File: src/rtl/multicycle_control.sv
// Multicycle CPU main control: sequences fetch/decode/execute/memory/writeback
// and drives datapath enables and selects from the current state.
//
// state     | meaning
// FETCH     | read instruction, PC+4; waits on MemReady
// DECODE    | opcode dispatch, no datapath activity
// MEM_ADDR  | base + offset address for lw/sw
// MEM_READ  | data read; waits on MemReady
// MEM_WB    | load result to rt
// MEM_WRITE | data write; waits on MemReady
// EXEC_R    | register-register ALU op
// R_WB      | ALU result to rd
// EXEC_I    | register-immediate ALU op
// I_WB      | ALU result to rt
// JUMP      | PC <- jump target
// ILLEGAL   | one-cycle unsupported-opcode flag
module multicycle_control #(
  parameter bit MEM_WAIT_EN = 1'b1
) (
  input  logic       clk,
  input  logic       reset,
  input  logic [5:0] Opcode,
  input  logic       MemReady,
  output logic       PCWrite,
  output logic       IorD,
  output logic       MemRead,
  output logic       MemWrite,
  output logic       IRWrite,
  output logic       MemtoReg,
  output logic       RegDst,
  output logic       RegWrite,
  output logic       ALUSrcA,
  output logic [1:0] ALUSrcB,
  output logic [1:0] PCSource,
  output logic [2:0] ALUOp,
  output logic [3:0] State,
  output logic       IllegalOp
);

  typedef enum logic [3:0] {
    S_FETCH     = 4'd0,
    S_DECODE    = 4'd1,
    S_MEM_ADDR  = 4'd2,
    S_MEM_READ  = 4'd3,
    S_MEM_WB    = 4'd4,
    S_MEM_WRITE = 4'd5,
    S_EXEC_R    = 4'd6,
    S_R_WB      = 4'd7,
    S_EXEC_I    = 4'd8,
    S_I_WB      = 4'd9,
    S_JUMP      = 4'd10,
    S_ILLEGAL   = 4'd11
  } state_t;

  localparam logic [5:0] OP_RTYPE = 6'b000000;
  localparam logic [5:0] OP_J     = 6'b000010;
  localparam logic [5:0] OP_ADDI  = 6'b001000;
  localparam logic [5:0] OP_ANDI  = 6'b001100;
  localparam logic [5:0] OP_ORI   = 6'b001101;
  localparam logic [5:0] OP_LUI   = 6'b001111;
  localparam logic [5:0] OP_LW    = 6'b100011;
  localparam logic [5:0] OP_SW    = 6'b101011;

  typedef struct packed {
    logic       pc_write;
    logic       iord;
    logic       mem_read;
    logic       mem_write;
    logic       ir_fetch;
    logic       mem_to_reg;
    logic       reg_dst;
    logic       reg_write;
    logic       alu_src_a;
    logic [1:0] alu_src_b;
    logic [1:0] pc_source;
    logic [2:0] alu_op;
    logic       illegal;
  } ctl_t;

  state_t state_q;
  state_t state_n;
  ctl_t   ctl_q;
  logic   mem_ready;
  logic   fetch_go;

  assign mem_ready = MEM_WAIT_EN ? MemReady : 1'b1;

  function automatic logic [2:0] imm_alu_op(input logic [5:0] op);
    logic [2:0] a;
    a = 3'b000;
    case (op)
      OP_ADDI: a = 3'b110;
      OP_ORI:  a = 3'b101;
      OP_ANDI: a = 3'b001;
      OP_LUI:  a = 3'b011;
      default: a = 3'b000;
    endcase
    return a;
  endfunction

  // Control word for the state being entered; the opcode is stable from
  // DECODE onward so EXEC_I/I_WB can latch their ALUOp on entry.
  function automatic ctl_t decode_ctl(input state_t s, input logic [5:0] op);
    ctl_t c;
    c = '0;
    case (s)
      S_FETCH: begin
        c.ir_fetch  = 1'b1;
        c.mem_read  = 1'b1;
        c.alu_src_b = 2'b01;
        c.alu_op    = 3'b010;
      end
      S_MEM_ADDR: begin
        c.alu_src_a = 1'b1;
        c.alu_src_b = 2'b10;
        c.alu_op    = 3'b010;
      end
      S_MEM_READ: begin
        c.mem_read = 1'b1;
        c.iord     = 1'b1;
      end
      S_MEM_WB: begin
        c.reg_write  = 1'b1;
        c.mem_to_reg = 1'b1;
      end
      S_MEM_WRITE: begin
        c.mem_write = 1'b1;
        c.iord      = 1'b1;
      end
      S_EXEC_R: begin
        c.alu_src_a = 1'b1;
        c.alu_op    = 3'b111;
      end
      S_R_WB: begin
        c.reg_write = 1'b1;
        c.reg_dst   = 1'b1;
        c.alu_op    = 3'b111;
      end
      S_EXEC_I: begin
        c.alu_src_a = 1'b1;
        c.alu_src_b = 2'b10;
        c.alu_op    = imm_alu_op(op);
      end
      S_I_WB: begin
        c.reg_write = 1'b1;
        c.alu_src_b = 2'b10;
        c.alu_op    = imm_alu_op(op);
      end
      S_JUMP: begin
        c.pc_write  = 1'b1;
        c.pc_source = 2'b10;
      end
      S_ILLEGAL: c.illegal = 1'b1;
      default:   c = '0;
    endcase
    return c;
  endfunction

  always_comb begin
    state_n = state_q;
    case (state_q)
      S_FETCH:     if (mem_ready) state_n = S_DECODE;
      S_DECODE: begin
        case (Opcode)
          OP_RTYPE:                        state_n = S_EXEC_R;
          OP_LW, OP_SW:                    state_n = S_MEM_ADDR;
          OP_ADDI, OP_ANDI, OP_ORI, OP_LUI: state_n = S_EXEC_I;
          OP_J:                            state_n = S_JUMP;
          default:                         state_n = S_ILLEGAL;
        endcase
      end
      S_MEM_ADDR:  state_n = (Opcode == OP_SW) ? S_MEM_WRITE : S_MEM_READ;
      S_MEM_READ:  if (mem_ready) state_n = S_MEM_WB;
      S_MEM_WRITE: if (mem_ready) state_n = S_FETCH;
      S_EXEC_R:    state_n = S_R_WB;
      S_EXEC_I:    state_n = S_I_WB;
      S_MEM_WB, S_R_WB, S_I_WB, S_JUMP, S_ILLEGAL: state_n = S_FETCH;
      default:     state_n = S_FETCH;
    endcase
  end

  always_ff @(posedge clk) begin
    if (!reset) begin
      state_q <= S_FETCH;
      ctl_q   <= decode_ctl(S_FETCH, Opcode);
    end else begin
      state_q <= state_n;
      ctl_q   <= decode_ctl(state_n, Opcode);
    end
  end

  // Fetch completion is the only Mealy term; reset gates everything.
  assign fetch_go  = ctl_q.ir_fetch & mem_ready;

  assign PCWrite   = reset & (ctl_q.pc_write | fetch_go);
  assign IRWrite   = reset & fetch_go;
  assign IorD      = reset & ctl_q.iord;
  assign MemRead   = reset & ctl_q.mem_read;
  assign MemWrite  = reset & ctl_q.mem_write;
  assign MemtoReg  = reset & ctl_q.mem_to_reg;
  assign RegDst    = reset & ctl_q.reg_dst;
  assign RegWrite  = reset & ctl_q.reg_write;
  assign ALUSrcA   = reset & ctl_q.alu_src_a;
  assign ALUSrcB   = reset ? ctl_q.alu_src_b : 2'b00;
  assign PCSource  = reset ? ctl_q.pc_source : 2'b00;
  assign ALUOp     = reset ? ctl_q.alu_op : 3'b000;
  assign IllegalOp = reset & ctl_q.illegal;
  assign State     = reset ? state_q : 4'd0;

endmodule

File: config.mk
export PLATFORM = sky130hd
export DESIGN_NAME = multicycle_control
export DESIGN_NICKNAME = d
export VERILOG_FILES = /design/src/rtl/multicycle_control.sv
export SDC_FILE = /design/constraint.sdc
export NUM_CORES = 1
export LEC_CHECK = 0
export BUFFER_PORTS_ARGS = -buffer_cell sky130_fd_sc_hd__buf_2
export CAP_MARGIN = 5
export CORE_MARGIN = 5
export CORE_UTILIZATION = 27
export CTS_CLUSTER_DIAMETER = 30
export DETAILED_ROUTE_END_ITERATION = 8
export PLACE_DENSITY = 0.56
export SYNTH_ARGS = -nofsm -noshare
export SYNTH_HDL_FRONTEND = slang
export SYNTH_SLANG_ARGS = --single-unit
File: constraint.sdc
create_clock -name clk -period 1.75 [get_ports clk]
set_input_delay 0.0875 -clock clk [delete_from_list [all_inputs] [get_ports clk]]
set_output_delay 0.0875 -clock clk [all_outputs]
set_load 0.01 [all_outputs]
==> metrics.txt, run 1 <==
status completed; clock skew 0.00176 ns; die area 0.00527 mm^2; nets 169; Hold Path Class in -> reg; RSZ-0062 raised after global routing false; Synth cell types 41; vias in the first global route 904; Die W 72.6 um; die height 72.6 um; All-Layer GR Usage 9.29%; Filler Cells Inserted 390; Initial Util 28.5%; Arr. time, crit path 1.81 ns; area grow syn2layout 32.0%; H-tree levels 1; worst skew pair latency 0.25 ns; GPL Wtd Cong 0.844; final worst-path cycle share 95.5%; CP startpoint kind register; Hold Buf Count CTS 0; Root Driver clkbuf_8; WL final 2.56 mm; first-pass GRT wire length 3.96 mm; P per Cell Area 1460 mW/mm^2; Avg Cell Area, Syn 8.54 um^2; Post-Route Utilization 37.6%; post-synthesis async set-or-reset flop share 0%; register area share after synthesis 35.9%; Yosys warning count 0; Clock transition at path regs 0.07 ns; layout cell share with drive strength beyond 1 38.4%; CP endpoint kind register; Mapped Area 0.00106 mm^2; grt ovf 0; DR pass1 iterations 5; Req. time, crit path 1.88 ns; count of input and output buffers 28; Mapped Nets 133; Final Hold Viols 0; Critical Path End ctl_q[9]$_SDFF_PN0_; main flop type after synthesis dfxtp_1; Total Power 2050 uW; ANT nets after route 0; worst r2r dst ctl_q[9]$_SDFF_PN0_; worst r2r src state_q[2]$_SDFF_PN0_; Max Slew Vio Count 0; R2R Setup Slk 0.08 ns; Final min period 1.67 ns; Max FO, Critical Path 14; Detail Placement HPWL 1.97 mm; Synth Instances 124; Post-DP Area 0.00129 mm^2; Max Buffers Root-to-Sink 2; CTS Buf Count 3; Worst VDD drop 427 uV; n_diodes 0; Iter 0 DRT Violations 40; per-cell routed wire length 12.4 um; # setup viols final 0; CORE AREA 0.00372 mm^2; vias per cell 4.77; num ports 30; crit path launch state_q[2]$_SDFF_PN0_; leakage 0.000633 uW; Post-synth EDFFs 0; drt drc 0; Crit Path Class reg -> reg; FF-to-FF path depth 6; # clock sinks 19; Seq cells post-synth 19; initial antenna violation count 0; row cnt 22; post-route cell area 0.00140 mm^2; total number of vias 988; pin count of the biggest net entering global routing 17; Fmax achieved 598 MHz; CTS tree built; Max-Cap Viols 0
## worst min path at each step
stage	slack [ns]	start	depth (start not counted)	to
finish	0.1	Opcode[1]	2	ctl_q[3]$_SDFF_PN0_
global route	0.1	Opcode[1]	2	ctl_q[3]$_SDFF_PN0_
CTS	0.09	Opcode[1]	2	ctl_q[3]$_SDFF_PN0_
detailed placement	0.36	Opcode[1]	2	ctl_q[3]$_SDFF_PN0_
global placement	0.36	Opcode[1]	2	ctl_q[3]$_SDFF_PN0_
floorplan	0.19	Opcode[1]	1	ctl_q[3]$_SDFF_PN0_
## metrics by stage
stage | hold WS [ns] | std cells | worst slack (ns) | setup TNS [ns]
2_1_floorplan | 0.186 | 124 | 0.00367 | 0
3_3_place_gp | 0.365 | 202 | -0.0273 | -0.0273
3_5_place_dp | 0.358 | 202 | -0.0271 | -0.0271
4_1_cts | 0.0939 | 206 | 0.00458 | 0
5_1_grt | 0.0997 | 207 | 0.00737 | 0
6_report | 0.0983 | 207 | 0.0781 | 0
## worst max-delay path, cell delays in order, from the launching register on
cell	delay [ns]
dfxtp_4	0.43
nor2_1	0.07
mux2_2	0.26
a222oi_1	0.24
buf_4	0.26
a21oi_2	0.07
o221a_1	0.23
## registers in the layout, indices dropped and copies added (netlist names)
| register | flops |
|---|---|
| state_q | 4 |
| ctl_q | 15 |
## layout make-up
type | instances | area [um^2] | area share (%)
clock buffer | 4 | 45.0 | 3.22
tap | 48 | 60.1 | 4.30
multi-input combinational | 96 | 681 | 48.7
sequential | 19 | 393 | 28.1
inverter | 3 | 11.3 | 0.806
timing repair buffer | 37 | 208 | 14.9
## synthesized netlist by cell type, types with 3 or more instances
cell type   n  area (um^2)
o21ai_1     3         15.0
nand2_1     3         11.3
and3_1      5         31.3
a21oi_1     4         20.0
o21ai_0     3         15.0
nor3_1      9         45.0
clkbuf_1    3         11.3
nor2_1     12         45.0
dfxtp_1    19          380
a41o_1      3         30.0
and2_1     22          138
## logic make-up (layout without fill, tap and decap cells)
group / after synthesis / count (layout) / share of synthesized area (%)
flip-flops: 19 / 19 / 35.9
AND/OR/NAND/NOR: 68 / 68 / 38.9
AO/OA/AOI/OAI: 25 / 25 / 18.9
other: 1 / 1 / 0.354
multiplexers: 1 / 1 / 1.06
buffers and inverters: 9 / 44 / 4.02
XOR/XNOR: 1 / 1 / 0.828
## timing repair
action	CTS	global route
setup endpoints to repair	2	15
resized for setup	2	11
setup buffers	0	1
pin swaps	0	1
## placed cells by master, fill, tap and decap left out, types with 2 or more instances in the layout
cell and instances:
nand2_1 2, and2_1 22, o21ai_0 3, a41o_1 3
o211ai_1 2, inv_1 2, o21ai_1 3, dfxtp_4 3
dfxtp_1 15, nand3b_1 2, buf_2 28, and3_1 5
nor2_1 12, buf_4 9, a21oi_1 2, clkbuf_8 3
nor4bb_1 2, nor3_1 9, nand3_1 2, a21oi_2 2
## power breakdown
group	total [uW]	internal [uW]	switching (uW)
clock	290	161	129
sequential	665	560	105
combinational	1090	539	552
## per-layer routing
layer  wire length (um)  share of wire [%]  track usage [%]  vias to the layer above
met4                 43                1.7             3.07                        0
met5                  0                  0                0                        -
met1               1190                 47             12.1                      438
met2               1170                 46             15.0                       28
met3                154                6.0             2.20                        6
li1                   -                  -                -                      516
(Power assumes the default switching activity.)
==> run 2, diff against run 1 <==
CELL_PAD_IN_SITES_DETAIL_PLACEMENT = 0   (was not set)
CELL_PAD_IN_SITES_GLOBAL_PLACEMENT = 1   (was not set)
CORE_MARGIN = 1   (was 5)
PLACE_DENSITY = 0.69   (was 0.56)
==> metrics.txt, run 2 (same netlist as run 1, synthesis figures left out) <==
Crit Path Class reg -> reg; Max-Cap Viols 0; # setup viols final 0; All-Layer GR Usage 13.2%; Detail Placement HPWL 1.86 mm; CTS Buf Count 3; Fmax achieved 599 MHz; worst path bufs/invs 1; Max Slew Vio Count 0; worst skew pair latency 0.25 ns; Hold Slack 0.111 ns; Hold Path Class in -> reg; Arr. time, crit path 1.84 ns; ANT nets after route 0; CP endpoint kind register; DR pass1 iterations 4; Max Buffers Root-to-Sink 2; Worst VDD drop 387 uV; Worst path max stage delay 0.40 ns; Iter 0 DRT Violations 25; commonest non-fill, non-tap cell in the layout buf_2; CP startpoint kind register; most frequent cells in the layout 28 x buf_2, 22 x and2_1, 15 x dfxtp_1; status completed; Final Hold Viols 0; Non-Filler Instances 209; # clock sinks 19; grt ovf 0; Root Driver clkbuf_8; leakage 0.000646 uW; Crit-path slowest cell a211oi_4; CTS tree built; largest register by flop count ctl_q; Filler Cells Inserted 371; Max FO, Critical Path 9; first-pass GRT wire length 4.31 mm; initial antenna violation count 0; count of input and output buffers 28; final worst-path cycle share 95.4%; vias in the first global route 1047; R2R Setup Slk 0.08 ns; P per Cell Area 1490 mW/mm^2; CORE AREA 0.00372 mm^2; row cnt 22; Post-Route Utilization 38.2%; total number of vias 1019; Clock transition at path regs 0.07 ns; Crit path max-delay family compound AO/OA/AOI/OAI gates; die area 0.00418 mm^2; Die W 64.6 um; max reg flops 15; CP cell instances nor2b_1 > nor3b_4 > buf_4 > a211oi_4 > nand2_2 > o31ai_2; WL final 2.52 mm; Initial Util 28.5%; nets 171; Final min period 1.67 ns; die height 64.6 um; clock skew 0.000899 ns; area grow syn2layout 34.2%; num ports 30; placed insts 203; n_diodes 0; total negative setup slack 0 ns; per-cell routed wire length 12.0 um; Req. time, crit path 1.92 ns; pin count of the biggest net entering global routing 17; drt drc 0; H-tree levels 1; top flop regs ctl_q x15, state_q x4; vias per cell 4.88; GPL Wtd Cong 0.784; layout cell share with drive strength beyond 1 40.4%
-- run 2: report_power, final --
part	internal (uW)	leakage (uW)	switching, uW	total [uW]
clock network	158	0.0000255	141	300
logic	571	0.000462	589	1160
registers	561	0.000158	94.4	655
-- run 2: area by class of cell --
| cell class | instances | area, um^2 | area share (%) |
|---|---|---|---|
| clock buffer | 3 | 41.3 | 2.91 |
| clock inverter | 1 | 5.00 | 0.352 |
| inverter | 3 | 11.3 | 0.793 |
| multi-input combinational | 96 | 687 | 48.4 |
| sequential | 19 | 393 | 27.7 |
| tap | 48 | 60.1 | 4.23 |
| timing repair buffer | 39 | 223 | 15.7 |
-- run 2: final timing paths --
check,from,to,depth (start not counted)
max,state_q[1]$_SDFF_PN0_,ctl_q[14]$_SDFF_PN1_,6
min,Opcode[1],ctl_q[3]$_SDFF_PN0_,2
min reg2reg,state_q[3]$_SDFF_PN0_,ctl_q[9]$_SDFF_PN0_,2
max reg2reg,state_q[1]$_SDFF_PN0_,ctl_q[14]$_SDFF_PN1_,6
-- run 2: per-layer routing --
metal | vias to the layer above | wire [um] | GRT usage (%)
li1 | 515 | - | -
met1 | 463 | 1250 | 14.7
met2 | 31 | 1060 | 22.2
met3 | 10 | 115 | 3.35
met4 | 0 | 87 | 8.61
met5 | - | 0 | 0
-- run 2: repair_timing --
| action | 4_1_cts | 5_1_grt |
|---|---|---|
| hold buffers | 0 | 0 |
| pin swaps | 0 | 2 |
| buffers inserted | 1 | 1 |
| gates cloned | 0 | 0 |
| endpoints found under the setup margin | 2 | 14 |
| gates resized for setup | 3 | 11 |
-- run 2: stage by stage --
| step | total power (uW) | worst slack (ns) | cell area (um^2) |
|---|---|---|---|
| finish | 2110 | 0.0809 | 1420 |
| global route | 2270 | -0.000778 | 1420 |
| CTS | 2010 | -0.0167 | 1370 |
| detailed placement | 1660 | -0.0416 | 1300 |
| global placement | 1630 | -0.00302 | 1300 |
| floorplan | 1310 | 0.00367 | 1070 |
